### src/rtl/ctrl_rx_multi.sv
// ctrl_rx_multi: multi-channel UART receiver for player controllers.
//
// Each channel receives 8N1 frames (LSB first) on its own asynchronous line.
// A frame with a good stop bit and bit 7 clear carries a 7-bit button state
// that is held on o_btn; newly pressed buttons pulse on o_press. Any other
// frame pulses o_frm_err. A channel that accepts no frame for TIMEOUT_CYC
// cycles drops its link and releases all of its buttons.
//
// Ports:
//   i_clk      single clock, rising edge
//   i_rst      synchronous active-high reset
//   i_rx       [NUM_CH]   asynchronous UART lines, idle high
//   o_btn      [NUM_CH*7] held buttons, channel c at [7c+6:7c]
//                         (right, left, jump, squat, attack, defend, select)
//   o_press    [NUM_CH*7] one-cycle pulse per newly pressed button
//   o_valid    [NUM_CH]   one-cycle pulse per accepted frame
//   o_frm_err  [NUM_CH]   one-cycle pulse per rejected frame
//   o_link     [NUM_CH]   high while an accepted frame arrived within TIMEOUT_CYC
module ctrl_rx_multi #(
    parameter int NUM_CH       = 2,
    parameter int CLKS_PER_BIT = 938,
    parameter int TIMEOUT_CYC  = 10_800_000
) (
    input  logic                  i_clk,
    input  logic                  i_rst,
    input  logic [NUM_CH-1:0]     i_rx,
    output logic [NUM_CH*7-1:0]   o_btn,
    output logic [NUM_CH*7-1:0]   o_press,
    output logic [NUM_CH-1:0]     o_valid,
    output logic [NUM_CH-1:0]     o_frm_err,
    output logic [NUM_CH-1:0]     o_link
);

    localparam int BAUD_W = $clog2(CLKS_PER_BIT);
    localparam int TO_W   = $clog2(TIMEOUT_CYC + 1);

    localparam logic [BAUD_W-1:0] HALF_M1 = BAUD_W'(CLKS_PER_BIT / 2 - 1);
    localparam logic [BAUD_W-1:0] FULL_M1 = BAUD_W'(CLKS_PER_BIT - 1);
    localparam logic [TO_W-1:0]   TO_MAX  = TO_W'(TIMEOUT_CYC);
    localparam logic [TO_W-1:0]   TO_PRE  = TO_W'(TIMEOUT_CYC - 1);

    typedef enum logic [2:0] {
        IDLE    = 3'd0,
        START   = 3'd1,
        DATA    = 3'd2,
        STOP    = 3'd3,
        WAIT_HI = 3'd4
    } state_t;

    for (genvar c = 0; c < NUM_CH; c++) begin : g_ch
        logic              sync1_q;
        logic              sync2_q;
        state_t            state_q;
        logic [BAUD_W-1:0] baud_q;
        logic [2:0]        bit_q;
        logic [7:0]        shift_q;
        logic [6:0]        btn_q;
        logic [6:0]        press_q;
        logic              valid_q;
        logic              err_q;
        logic              link_q;
        logic [TO_W-1:0]   tmo_q;
        logic              accept_d;

        // The stop sample is the decision point: a good stop bit with a
        // clear bit 7 is the only path that updates the button state.
        assign accept_d = (state_q == STOP) && (baud_q == FULL_M1) &&
                          sync2_q && !shift_q[7];

        always_ff @(posedge i_clk) begin
            if (i_rst) begin
                sync1_q <= 1'b1;
                sync2_q <= 1'b1;
                state_q <= IDLE;
                baud_q  <= '0;
                bit_q   <= '0;
                shift_q <= '0;
                btn_q   <= '0;
                press_q <= '0;
                valid_q <= 1'b0;
                err_q   <= 1'b0;
                link_q  <= 1'b0;
                tmo_q   <= '0;
            end else begin
                sync1_q <= i_rx[c];
                sync2_q <= sync1_q;

                valid_q <= accept_d;
                press_q <= accept_d ? (shift_q[6:0] & ~btn_q) : 7'd0;
                err_q   <= 1'b0;
                baud_q  <= baud_q + BAUD_W'(1);

                case (state_q)
                    IDLE: begin
                        baud_q <= '0;
                        if (!sync2_q) state_q <= START;
                    end
                    START: begin
                        // Mid-start-bit check rejects short low glitches.
                        if (baud_q == HALF_M1) begin
                            baud_q <= '0;
                            bit_q  <= '0;
                            state_q <= sync2_q ? IDLE : DATA;
                        end
                    end
                    DATA: begin
                        if (baud_q == FULL_M1) begin
                            baud_q  <= '0;
                            shift_q <= {sync2_q, shift_q[7:1]};
                            bit_q   <= bit_q + 3'd1;
                            if (bit_q == 3'd7) state_q <= STOP;
                        end
                    end
                    STOP: begin
                        if (baud_q == FULL_M1) begin
                            baud_q <= '0;
                            if (sync2_q) begin
                                state_q <= IDLE;
                                if (shift_q[7]) err_q <= 1'b1;
                            end else begin
                                // Low stop bit (or break): flag once, then
                                // wait for the line to recover.
                                err_q   <= 1'b1;
                                state_q <= WAIT_HI;
                            end
                        end
                    end
                    WAIT_HI: begin
                        baud_q <= '0;
                        if (sync2_q) state_q <= IDLE;
                    end
                    default: begin
                        baud_q  <= '0;
                        state_q <= IDLE;
                    end
                endcase

                // An accepted frame takes priority over a coincident timeout.
                if (accept_d) begin
                    btn_q  <= shift_q[6:0];
                    link_q <= 1'b1;
                    tmo_q  <= '0;
                end else begin
                    if (tmo_q != TO_MAX) tmo_q <= tmo_q + TO_W'(1);
                    if (tmo_q >= TO_PRE) begin
                        link_q <= 1'b0;
                        btn_q  <= '0;
                    end
                end
            end
        end

        assign o_btn[7*c +: 7]   = btn_q;
        assign o_press[7*c +: 7] = press_q;
        assign o_valid[c]        = valid_q;
        assign o_frm_err[c]      = err_q;
        assign o_link[c]         = link_q;
    end

endmodule

### config.mk
export PLATFORM = sky130hd
export DESIGN_NAME = ctrl_rx_multi
export DESIGN_NICKNAME = d
export VERILOG_FILES = /design/src/rtl/ctrl_rx_multi.sv
export SDC_FILE = /design/constraint.sdc
export NUM_CORES = 1
export LEC_CHECK = 0
export ABC_CLOCK_PERIOD_IN_PS = 4800
export CORE_ASPECT_RATIO = 1.1
export CORE_UTILIZATION = 50
export DETAILED_ROUTE_END_ITERATION = 12
export PLACE_DENSITY_LB_ADDON = 0.2
export SYNTH_ARGS = -nofsm -noshare
export SYNTH_HDL_FRONTEND = slang
export SYNTH_SLANG_ARGS = --single-unit
### constraint.sdc
create_clock -name i_clk -period 4.8 [get_ports i_clk]
set_clock_uncertainty 0.05 [all_clocks]
set_input_delay 0.96 -clock i_clk [delete_from_list [all_inputs] [get_ports i_clk]]
set_output_delay 0.96 -clock i_clk [all_outputs]
set_load 0.01 [all_outputs]
# Word level (Yosys, flattened, before mapping)

Index checks and enable logic that the tools add are counted.

Word-level logic and storage cells: 140
Register bits: 134
Input port bits: 4
Output and inout port bits: 34

Reduce and logical (&&, ||, !) cells: 28
Equality and inequality tests: 28
Bitwise operators: 10
Multiplexer cells: 42
Magnitude comparators: 2
Add/sub/neg operators: 6

Operators with widths:

| kind                                            | number |
|---|---|
| 2-to-1 mux 3 bit                                | 18 |
| adder 24 x 1 -> 24 bit (second input constant)  | 2 |
| >= comparator 24 bit (second input constant)    | 2 |
| inequality test 24 bit (second input constant)  | 2 |
| 2-to-1 mux 10 bit                               | 4 |
| one-hot mux 10 bit (2 select lines)             | 2 |
| one-hot mux 3 bit (5 select lines)              | 2 |
| 2-to-1 mux 7 bit                                | 4 |
| adder 10 x 1 -> 10 bit (second input constant)  | 2 |
| == test 10 bit (second input constant)          | 2 |
| == test 10 x 9 -> 1 bit (second input constant) | 2 |
| inequality test 2 bit (second input constant)   | 10 |
| bitwise AND 7 bit                               | 2 |
| NOT 7 bit                                       | 2 |
| == test 3 x 2 -> 1 bit (second input constant)  | 4 |
| == test 3 bit (second input constant)           | 4 |
| one-hot mux 3 bit (2 select lines)              | 2 |
| AND reduction 6 bit                             | 2 |
| OR reduction 2 bit                              | 6 |
| 2-to-1 mux 1 bit                                | 8 |
| nonzero test 2 bit                              | 4 |
| adder 3 x 1 -> 3 bit (second input constant)    | 2 |
| == test 3 x 1 -> 1 bit (second input constant)  | 2 |
| logical AND 1 bit                               | 6 |
| 8 further kinds                                 | 20 |

# Logic depth before layout (Yosys ltp)

Gate-level depths: netlist of the first run.

Word-level depth: 6
Depth in mapped cells: 9
Gate-level depth less buffers: 7

# Worst setup path before layout of the first run

Ideal clock, no wire load.

Kind: input -> register
Start: input i_rst
End: register g_ch[0].btn_q[0]
Setup slack: 2.802 ns
Arrival time: 1.888 ns
Buffers on the path: 0
Required time: 4.690 ns
Library setup time: 0.060 ns
Stages: 4
Path through: inv_1 o21ai_2 nor3_1 a22o_2

RTL lines:

| element              | line | source |
|---|---|---|
| from (decl)          | 25   | `input logic i_rst,` |
| to (signal assigned) | 140  | `btn_q <= shift_q[6:0];` |
| to (decl)            | 57   | `logic [6:0] btn_q;` |

==> key figures, run 1 <==
Synth
  • Synth area leaders: dfxtp_1 (47%), nor2_1 (7.5%), xor2_1 (5.0%), xnor2_1 (3.6%), mux2i_1 (3.5%)
  • Cell accounting for the most synthesized area: dfxtp_1
  • Distinct cells, synth: 62
  • Largest family of logic cells by synthesized area: simple AND/OR/NAND/NOR gates
  • Mean Syn Cell Area: 9.125 um2
  • Mux cell area share after synthesis: 3.667%
  • Number of synthesized flops with an enable pin: 0
  • Yosys warnings: 0
  • Syn Inst Count: 632
  • Number of synthesized register bits: 134
  • Simple-gate portion of the synthesized area: 26.10%
  • Compound-Gate Fraction of Synth Area: 7.681%
  • Post-Synth Adder-Cell Area: 3.038%
  • Synth top area share: 46.52%
  • Synth Cell Area: 5767 um2
  • Post-synthesis sequential area ratio: 46.52%
  • Top_reg_cell synth: dfxtp_1
  • Post-synth ARST share: 0%
  • XOR/XNOR Fraction of Synth Area: 8.657%
  • Syn Nets: 650

Worst setup path
  • Reg2reg setup slack: 1980 ps
  • Worst setup EP type: flip-flop
  • Setup CP Type: in2reg
  • Worst Path Arrival: 3240 ps
  • WP data required: 5110 ps
  • Max Fanout on Critical Path: 25
  • Crit path launch type: input pin

Timing
  • Fin. max-slew vios: 0
  • Post-layout min period: 2924 ps
  • Setup violators final: 0
  • Final setup TNS: 0 ps
  • Slew at the pin closest to its max-slew limit: 1000 ps
  • Fin crit share: 60.92%
  • Final worst slack: 1876 ps
  • Max frequency: 342.0 MHz
  • Unrepaired setup endpoints after global routing: false
  • Relative max-transition margin: 33.32%
  • Final Hold Vio Count: 0

CTS
  • Clk_lat worst skew: 420 ps
  • CTS hold repair buffers: 0
  • Cts bufs inserted: 17
  • Root Buffer: clkbuf_16
  • CTS tree: yes
  • # clock sinks: 134
  • Clock transition at path regs: 60 ps
  • PostCTS Resize Cnt: 0
  • Clock Path Buffers: 2
  • Buffer count from post-CTS setup fixing: 0
  • H-tree depth: 4

GRT
  • Total track usage: 19.78%
  • Grt met3 use: 5.122%
  • Global-route met2 utilization: 31.96%
  • M1 GR Usage: 24.36%
  • Number of global-route vias before repair: 4054
  • Maximum number of pins on one net before global-route repair: 31
  • Total gr overflow: 0
  • Initial antenna violation count: 0
  • First-pass GRT wire length: 18800 um
  • Busiest grt layer: met2

Route
  • Total Wirelength: 10900 um
  • Drt first pass iters: 5
  • Routed len/inst: 13.34 um
  • Antenna-violating nets left: 0
  • Vias per std cell: 5.322
  • Vias: 4348
  • DRT iter0 DRCs: 197
  • DR DRC count: 0

Floorplan
  • Initial Util: 52.14%
  • Full die area: 11970 um2
  • Core area: 11060 um2
  • I/O pins: 38
  • Chip Width: 104.4 um
  • Row Count: 40
  • Die Y: 114.6 um

Power and ir drop
  • Internal: 1954 uW
  • Max VDD drop: 0.2412 mV
  • PD cells: 371.9 nW/um2
  • Logic gate share of total power: 4.0%
  • Sw Pwr: 551.8 uW
  • Share of total power in sequential cells: 45.8%
  • Proportion of power drawn by the clock network: 50.2%
  • Leakage power: 0.002457 uW
  • Net Sw Frac: 22.02%

Placement
  • Dpl ws: 1442 ps
  • DP HPWL: 7424 um
  • PortBufs: 37
  • Placer Congestion: 0.8175

Layout
  • Most frequent cells in the layout: dfxtp_1 (134), nor2_1 (115), nand2_1 (41)
  • Nets: 675
  • Share of layout cells above drive strength 1: 9.254%
  • Area Growth Syn to Fin: 16.84%
  • Most common library cell in the layout ignoring fill and taps: dfxtp_1
  • Multi-input combinational cell area: 2834 um2
  • Sequential Area: 2683 um2
  • Filler cells: 959
  • Ant. Diodes: 0

Hold path
  • Worst min path class: reg2reg

Outcome
  • Outcome: completed

Job
  • Max_cap viols: 0
==> cell usage after synthesis, types with 4 or more instances <==
cell,n
nand2b_1,5
or2_2,6
nor3b_1,6
mux2i_1,20
ha_1,14
and3_1,9
a32o_1,8
nor4_1,11
nand3_1,26
and4_1,6
xor2_1,33
buf_4,8
a22o_2,6
dfxtp_1,134
buf_2,7
nand4_1,19
nor2b_1,4
o21ai_0,6
nor2_1,115
inv_1,20
a21oi_1,15
or3_1,8
nor3_1,15
and2_1,5
nand2_1,41
clkbuf_1,14
xnor2_1,24
==> metrics by stage <==
stage	util [%]	std cells	hold slack (ps)	cell area, um2	total power (uW)
2_1_floorplan	-	632	339.5	5767	1251
3_3_place_gp	55.63	785	342.7	6153	1268
5_1_grt	60.92	817	383.3	6738	2606
4_1_cts	60.92	817	363.7	6738	2531
3_5_place_dp	55.63	785	348.5	6153	1273
6_report	60.92	817	359.2	6738	2506
==> power by group through the flow <==
stage	sequential [uW]	clock [uW]	combinational, uW
floorplan	1160	0	87.8
global placement	1170	0	96.8
detailed placement	1170	0	101
CTS	1150	1280	101
global route	1150	1340	114
finish	1150	1260	101
==> worst paths after layout <==
path	from	to	cells past startpoint
max	i_rst	g_ch[0].btn_q[4]	5
min	g_ch[1].sync1_q	g_ch[1].sync2_q	1
max reg2reg	g_ch[0].baud_q[0]	g_ch[0].btn_q[4]	6
min reg2reg	g_ch[1].sync1_q	g_ch[1].sync2_q	1
==> metal layers <==
metal	wire, um	up-vias
li1	-	2227
met1	5184	2030
met5	0	-
met4	227	0
met3	402	19
met2	5082	72
==> sequential cells by signal, summed over array words and instances (netlist names) <==
| name | count |
|---|---|
| g_ch.sync1_q | 2 |
| g_ch.link_q | 2 |
| g_ch.bit_q | 6 |
| g_ch.tmo_q | 48 |
| g_ch.press_q | 14 |
| g_ch.sync2_q | 2 |
| g_ch.state_q | 6 |
| g_ch.valid_q | 2 |
| g_ch.btn_q | 14 |
| g_ch.shift_q | 16 |
| g_ch.baud_q | 20 |
| g_ch.err_q | 2 |
==> critical path: stages <==
cell and delay (ps):
clkdlybuf4s50_1 590, inv_1 330, o21ai_2 350, nor3_1 740, a22o_2 260
==> logic make-up after synthesis <==
| group | Yosys count |
|---|---|
| compound gates | 58 |
| xor+xnor | 57 |
| fa+ha+maj | 14 |
| buf+inv | 52 |
| flops | 134 |
| mux | 21 |
| simple gates | 296 |
==> layout make-up <==
cell class	count	area share (%)
clock inverters	13	1.950
inverters	20	1.114
multi-input cells	446	42.06
repair buffers	38	5.608
flip-flops and latches	134	39.81
clock buffers	19	6.722
well taps	147	2.730
Note: power is estimated with default switching activity, not from simulation.
==> inputs of run 2 (changes only) <==
--- a/config.mk
+++ b/config.mk
@@ -5,7 +5,7 @@
 export SDC_FILE = /design/constraint.sdc
 export NUM_CORES = 1
 export LEC_CHECK = 0
-export ABC_CLOCK_PERIOD_IN_PS = 4800
+export ABC_CLOCK_PERIOD_IN_PS = 2750
 export CORE_ASPECT_RATIO = 1.1
 export CORE_UTILIZATION = 50
 export DETAILED_ROUTE_END_ITERATION = 12
==> constraint.sdc (replaced) <==
create_clock -name i_clk -period 2.75 [get_ports i_clk]
set_clock_uncertainty 0.05 [all_clocks]
set_input_delay 0.55 -clock i_clk [delete_from_list [all_inputs] [get_ports i_clk]]
set_output_delay 0.55 -clock i_clk [all_outputs]
set_load 0.01 [all_outputs]
==> run 2 against run 1 <==
Effect of this change:
- combinational power is 78% higher
- cell count increased by 0.61%
- clock power rose by 76%
- utilization grew 0.40 points
- non-clock buffer count increased by 5
- largest power group unchanged
==> key figures, run 2 (same netlist as run 1, synthesis figures left out) <==
Layout
  • Filler cells: 937
  • Largest regs: g_ch.tmo_q: 48 flops, g_ch.baud_q: 20 flops, g_ch.shift_q: 16 flops
  • Ant. Diodes: 0
  • Biggest register: g_ch.tmo_q
  • Share of layout cells above drive strength 1: 9.926%
  • Final core occ: 61.31%
  • Area Growth Syn to Fin: 17.60%
  • Nets: 680
  • Most frequent cells in the layout: dfxtp_1 (134), nor2_1 (115), nand2_1 (41)
  • Max FFs per register: 48
  • Most common library cell in the layout ignoring fill and taps: dfxtp_1

Timing
  • Min Hold Slack: 363.1 ps
  • Fin crit share: 79.32%
  • Setup violators final: 0
  • Final Hold Vio Count: 0
  • Post-layout min period: 2181 ps
  • Fin. max-slew vios: 0
  • Slew at the pin closest to its max-slew limit: 868.0 ps
  • Final worst slack: 568.6 ps
  • Unrepaired setup endpoints after global routing: false
  • Relative max-transition margin: 41.69%
  • Max frequency: 458.4 MHz
  • Final setup TNS: 0 ps

Worst setup path
  • Max incr delay on CP: 630 ps
  • Crit-path leading delay family: simple AND/OR/NAND/NOR gates
  • Setup CP Type: reg2reg
  • WP data required: 2990 ps
  • Worst path cell trace: nor4bb_1 -> nand4_1 -> nor4_1 -> mux2i_1 -> nor2_1
  • Critical R2R Capture: g_ch[1].tmo_q[1]
  • Worst Path Buf+Inv: 0
  • R2R Path Start: g_ch[1].tmo_q[21]
  • Reg2reg setup slack: 570 ps
  • Crit path launch type: flip-flop
  • Worst setup EP type: flip-flop
  • Levels on crit path: 5
  • Max Fanout on Critical Path: 4
  • Reg2reg path depth: 5
  • Slowest CP cell: nor4_1
  • Worst Path Arrival: 2420 ps

CTS
  • # clock sinks: 134
  • Root Buffer: clkbuf_16
  • CTS hold repair buffers: 0
  • Clk_lat worst skew: 410 ps
  • CTS tree: yes
  • H-tree depth: 4
  • Buffer count from post-CTS setup fixing: 0
  • Clock Path Buffers: 2
  • Cts bufs inserted: 17
  • PostCTS Resize Cnt: 0
  • Clock transition at path regs: 60 ps

Placement
  • Dpl ws: 527.2 ps
  • DP HPWL: 7613 um
  • PortBufs: 37
  • Placer Congestion: 0.8060

Floorplan
  • Die Y: 114.6 um
  • I/O pins: 38
  • Full die area: 11970 um2
  • Chip Width: 104.4 um
  • Core area: 11060 um2
  • Row Count: 40
  • Initial Util: 52.14%

Power and ir drop
  • Max VDD drop: 0.3341 mV
  • PD cells: 649.4 nW/um2
  • Leakage power: 0.002481 uW

Route
  • DRT iter0 DRCs: 135
  • Total Wirelength: 11000 um
  • DR DRC count: 0
  • Vias: 4415
  • Vias per std cell: 5.371
  • Drt first pass iters: 4
  • Antenna-violating nets left: 0
  • Routed len/inst: 13.38 um

Outcome
  • Outcome: completed

Job
  • Max_cap viols: 0

GRT
  • Initial antenna violation count: 0
  • Total gr overflow: 0
  • Total track usage: 19.80%
  • Maximum number of pins on one net before global-route repair: 25
  • Number of global-route vias before repair: 4289
  • First-pass GRT wire length: 19130 um

Hold path
  • Worst Hold Path EP: g_ch[1].sync2_q
  • Worst min path class: reg2reg
  • Hold path cells: 1
  • Critical hold path startpoint: g_ch[1].sync1_q
run 2: report_power, final:
part | switching (uW) | internal, uW | leakage (uW)
Combinational | 105 | 75.3 | 0.00112
Clock | 854 | 1360 | 0.000275
Sequential | 38.2 | 1970 | 0.00108
run 2: cell type report:
type                            instances  area (um2)  area share, %
Clock buffer                           18       439.2          6.476
Sequential cell                       134        2683          39.56
Timing Repair Buffer                   43       415.4          6.125
Inverter                               20       75.07          1.107
Clock inverter                         14       151.4          2.232
Tap cell                              147       183.9          2.712
Multi-Input combinational cell        446        2834          41.79
run 2: worst register-to-register path: cells and delay by family (launching register included):
kind | cells | cell delay (ps)
simple gates | 4 | 1370
flops | 1 | 380
mux | 1 | 260
run 2: how the worst max path moves through the flow:
| stage | to | start | slack [ps] |
|---|---|---|---|
| detailed placement | g_ch[0].btn_q[4] | i_rst | 530 |
| global placement | g_ch[1].baud_q[5] | i_rst | 570 |
| global route | g_ch[1].tmo_q[1] | g_ch[1].tmo_q[21] | 370 |
| floorplan | g_ch[0].btn_q[6] | g_ch[0].baud_q[0] | 760 |
| finish | g_ch[1].tmo_q[1] | g_ch[1].tmo_q[21] | 570 |
| CTS | g_ch[1].tmo_q[1] | g_ch[1].tmo_q[21] | 580 |
run 2: through the flow:
stage	instances	area, um2	power (uW)
2_1_floorplan	632	5767	2184
3_3_place_gp	790	6191	2220
3_5_place_dp	790	6191	2229
4_1_cts	822	6782	4441
5_1_grt	822	6782	4572
6_report	822	6782	4404
run 2: routing by layer:
layer  vias up  GRT usage (%)  routed length [um]  share of wire (%)
met4         0          7.238                 140                1.3
met5         -              0                   0                  0
met3        11          5.407                 397                3.6
li1       2238              -                   -                  -
met1      2097          23.77                5104                 46
met2        69          33.95                5355                 49
==> inputs of run 3 (changes only) <==
--- a/config.mk
+++ b/config.mk
@@ -5,7 +5,7 @@
 export SDC_FILE = /design/constraint.sdc
 export NUM_CORES = 1
 export LEC_CHECK = 0
-export ABC_CLOCK_PERIOD_IN_PS = 2750
+export ABC_CLOCK_PERIOD_IN_PS = 1900
 export CORE_ASPECT_RATIO = 1.1
 export CORE_UTILIZATION = 50
 export DETAILED_ROUTE_END_ITERATION = 12
==> constraint.sdc (replaced) <==
create_clock -name i_clk -period 1.9 [get_ports i_clk]
set_clock_uncertainty 0.05 [all_clocks]
set_input_delay 0.38 -clock i_clk [delete_from_list [all_inputs] [get_ports i_clk]]
set_output_delay 0.38 -clock i_clk [all_outputs]
set_load 0.01 [all_outputs]
==> run 3 against run 2 <==
Effect of this change:
- highest routed layer unchanged
- largest cell class unchanged
- die area is the same
- the flow now finishes with violations (setup timing)
- non-clock buffer count grew 67
- register-to-register slack lost 570 ps
- critical path depth grew 3
- sequential share of layout area shrank 3.8 points
- cell count grew 8.2%
- via count grew 7.0%
- clock-buffer cell count grew 6
- largest power group unchanged
==> key figures, run 3 (same netlist as run 1, synthesis figures left out) <==
Timing
  • Max frequency: 525.0 MHz
  • Final worst slack: -4.620 ps
  • Fin crit share: 100.2%
  • Final Hold Vio Count: 0
  • Final setup TNS: -10.11 ps
  • Setup violators final: 3
  • Relative max-transition margin: 67.02%
  • Unrepaired setup endpoints after global routing: true
  • Post-layout min period: 1905 ps
  • Slew at the pin closest to its max-slew limit: 493.6 ps
  • Fin. max-slew vios: 0

Route
  • DRT iter0 DRCs: 141
  • DR DRC count: 0
  • Vias: 4723
  • Routed len/inst: 13.97 um
  • Total Wirelength: 12420 um
  • Antenna-violating nets left: 0
  • Vias per std cell: 5.313
  • Drt first pass iters: 4

Placement
  • Placer Congestion: 0.8288
  • PortBufs: 37
  • DP HPWL: 8330 um
  • Placed insts: 852

Outcome
  • Outcome: finished with violations
  • Failing checks: setup timing

Worst setup path
  • WP data required: 2200 ps
  • Crit-path leading delay family: simple AND/OR/NAND/NOR gates
  • Slowest CP cell: or4_4
  • Max Fanout on Critical Path: 7
  • Reg2reg setup slack: -5 ps
  • Worst setup EP type: flip-flop
  • Critical Path Start: g_ch[0].baud_q[1]
  • Crit path launch type: flip-flop
  • R2R Path Start: g_ch[0].baud_q[1]
  • Setup CP Type: reg2reg
  • CP endpoint: g_ch[0].press_q[2]
  • Levels on crit path: 8
  • Reg2reg path depth: 8
  • Worst Path Buf+Inv: 2
  • Worst Path Arrival: 2210 ps
  • Worst path cell trace: inv_2 -> ha_4 -> nand4bb_1 -> or4_4 -> nor4b_4 -> buf_4 -> nand2_2 -> nor2_2
  • Critical R2R Capture: g_ch[0].press_q[2]
  • Max incr delay on CP: 490 ps

Layout
  • Area Growth Syn to Fin: 30.68%
  • Filler cells: 871
  • Biggest register: g_ch.tmo_q
  • Most frequent cells in the layout: dfxtp_1 (126), nor2_1 (111), buf_4 (67)
  • Max FFs per register: 48
  • Share of layout cells above drive strength 1: 23.72%
  • Most common library cell in the layout ignoring fill and taps: dfxtp_1
  • Nets: 747
  • Ant. Diodes: 0
  • Multi-input combinational cell area: 3020 um2
  • Post-route insts no fill: 889
  • Sequential Area: 2695 um2
  • Largest regs: g_ch.tmo_q: 48 flops, g_ch.baud_q: 20 flops, g_ch.shift_q: 16 flops

GRT
  • Maximum number of pins on one net before global-route repair: 25
  • Number of global-route vias before repair: 4750
  • Total track usage: 22.16%
  • Initial antenna violation count: 0
  • Total gr overflow: 0
  • First-pass GRT wire length: 21210 um

Floorplan
  • Full die area: 11970 um2
  • Chip Width: 104.4 um
  • I/O pins: 38
  • Core area: 11060 um2
  • Die Y: 114.6 um
  • Initial Util: 52.14%
  • Row Count: 40

CTS
  • Clock Path Buffers: 2
  • Root Buffer: clkbuf_16
  • CTS tree: yes
  • Clk_lat worst skew: 420 ps
  • Cts bufs inserted: 17
  • H-tree depth: 4
  • CTS hold repair buffers: 0
  • Clock transition at path regs: 60 ps
  • # clock sinks: 134

Power and ir drop
  • Leakage power: 0.002910 uW
  • PD cells: 868.2 nW/um2
  • Max VDD drop: 0.6017 mV

Hold path
  • Worst min path class: reg2reg

Job
  • Max_cap viols: 0
[run 3: how the worst min path moves through the flow]
stage	from	endpoint	cells past startpoint
5_1_grt	g_ch[1].sync1_q	g_ch[1].sync2_q	1
2_1_floorplan	g_ch[0].sync1_q	g_ch[0].sync2_q	1
4_1_cts	g_ch[0].sync1_q	g_ch[0].sync2_q	1
3_5_place_dp	g_ch[0].sync1_q	g_ch[0].sync2_q	1
3_3_place_gp	g_ch[0].sync1_q	g_ch[0].sync2_q	1
6_report	g_ch[0].sync1_q	g_ch[0].sync2_q	1
[run 3: layer usage]
| layer | global-route usage, % | part of all wire, % | vias up |
|---|---|---|---|
| met3 | 5.976 | 3.8 | 27 |
| met5 | 0 | 0 | - |
| met1 | 25.04 | 45 | 2239 |
| met4 | 9.143 | 2.0 | 0 |
| li1 | - | - | 2365 |
| met2 | 39.51 | 50 | 92 |
[run 3: final cells by class]
type                            count  area share (%)
Clock inverter                      8           1.262
Timing Repair Buffer              110           12.77
Sequential cell                   134           35.76
Multi-Input combinational cell    446           40.08
Tap cell                          147           2.441
Inverter                           20           1.029
Clock buffer                       24           6.658
[run 3: power by group]
group          total (uW)  internal (uW)  switching, uW
Combinational         402            170            233
Sequential           2880           2850           26.9
Clock                3260           2100           1160
Total                6540           5120           1420
[run 3: per-stage QoR]
stage	util [%]	power, uW	instance area [um2]	setup slack (ps)	hold WS [ps]
after floorplan	-	3172	5784	-47.84	339.5
after global placement	60.57	3288	6699	-79.15	351.4
after detailed placement	60.57	3301	6699	-133.4	343.6
after CTS	66.71	6574	7378	-5.358	360.0
after global routing	68.13	6783	7536	-88.85	378.7
final	68.13	6543	7536	-4.620	358.4
[run 3: worst reg2reg max path, delay by kind of cell, from the launching register on]
family | cells | cell delay [ps]
adder cells (fa/ha/maj) | 1 | 120
buffers and inverters | 2 | 280
flip-flops | 1 | 320
AND/OR/NAND/NOR | 5 | 1070
[run 3: repair_timing]
action                     4_1_cts  5_1_grt
resized for setup               17       37
setup buffers                    2        3
pin swaps                        5        9
setup endpoints to repair       35      104
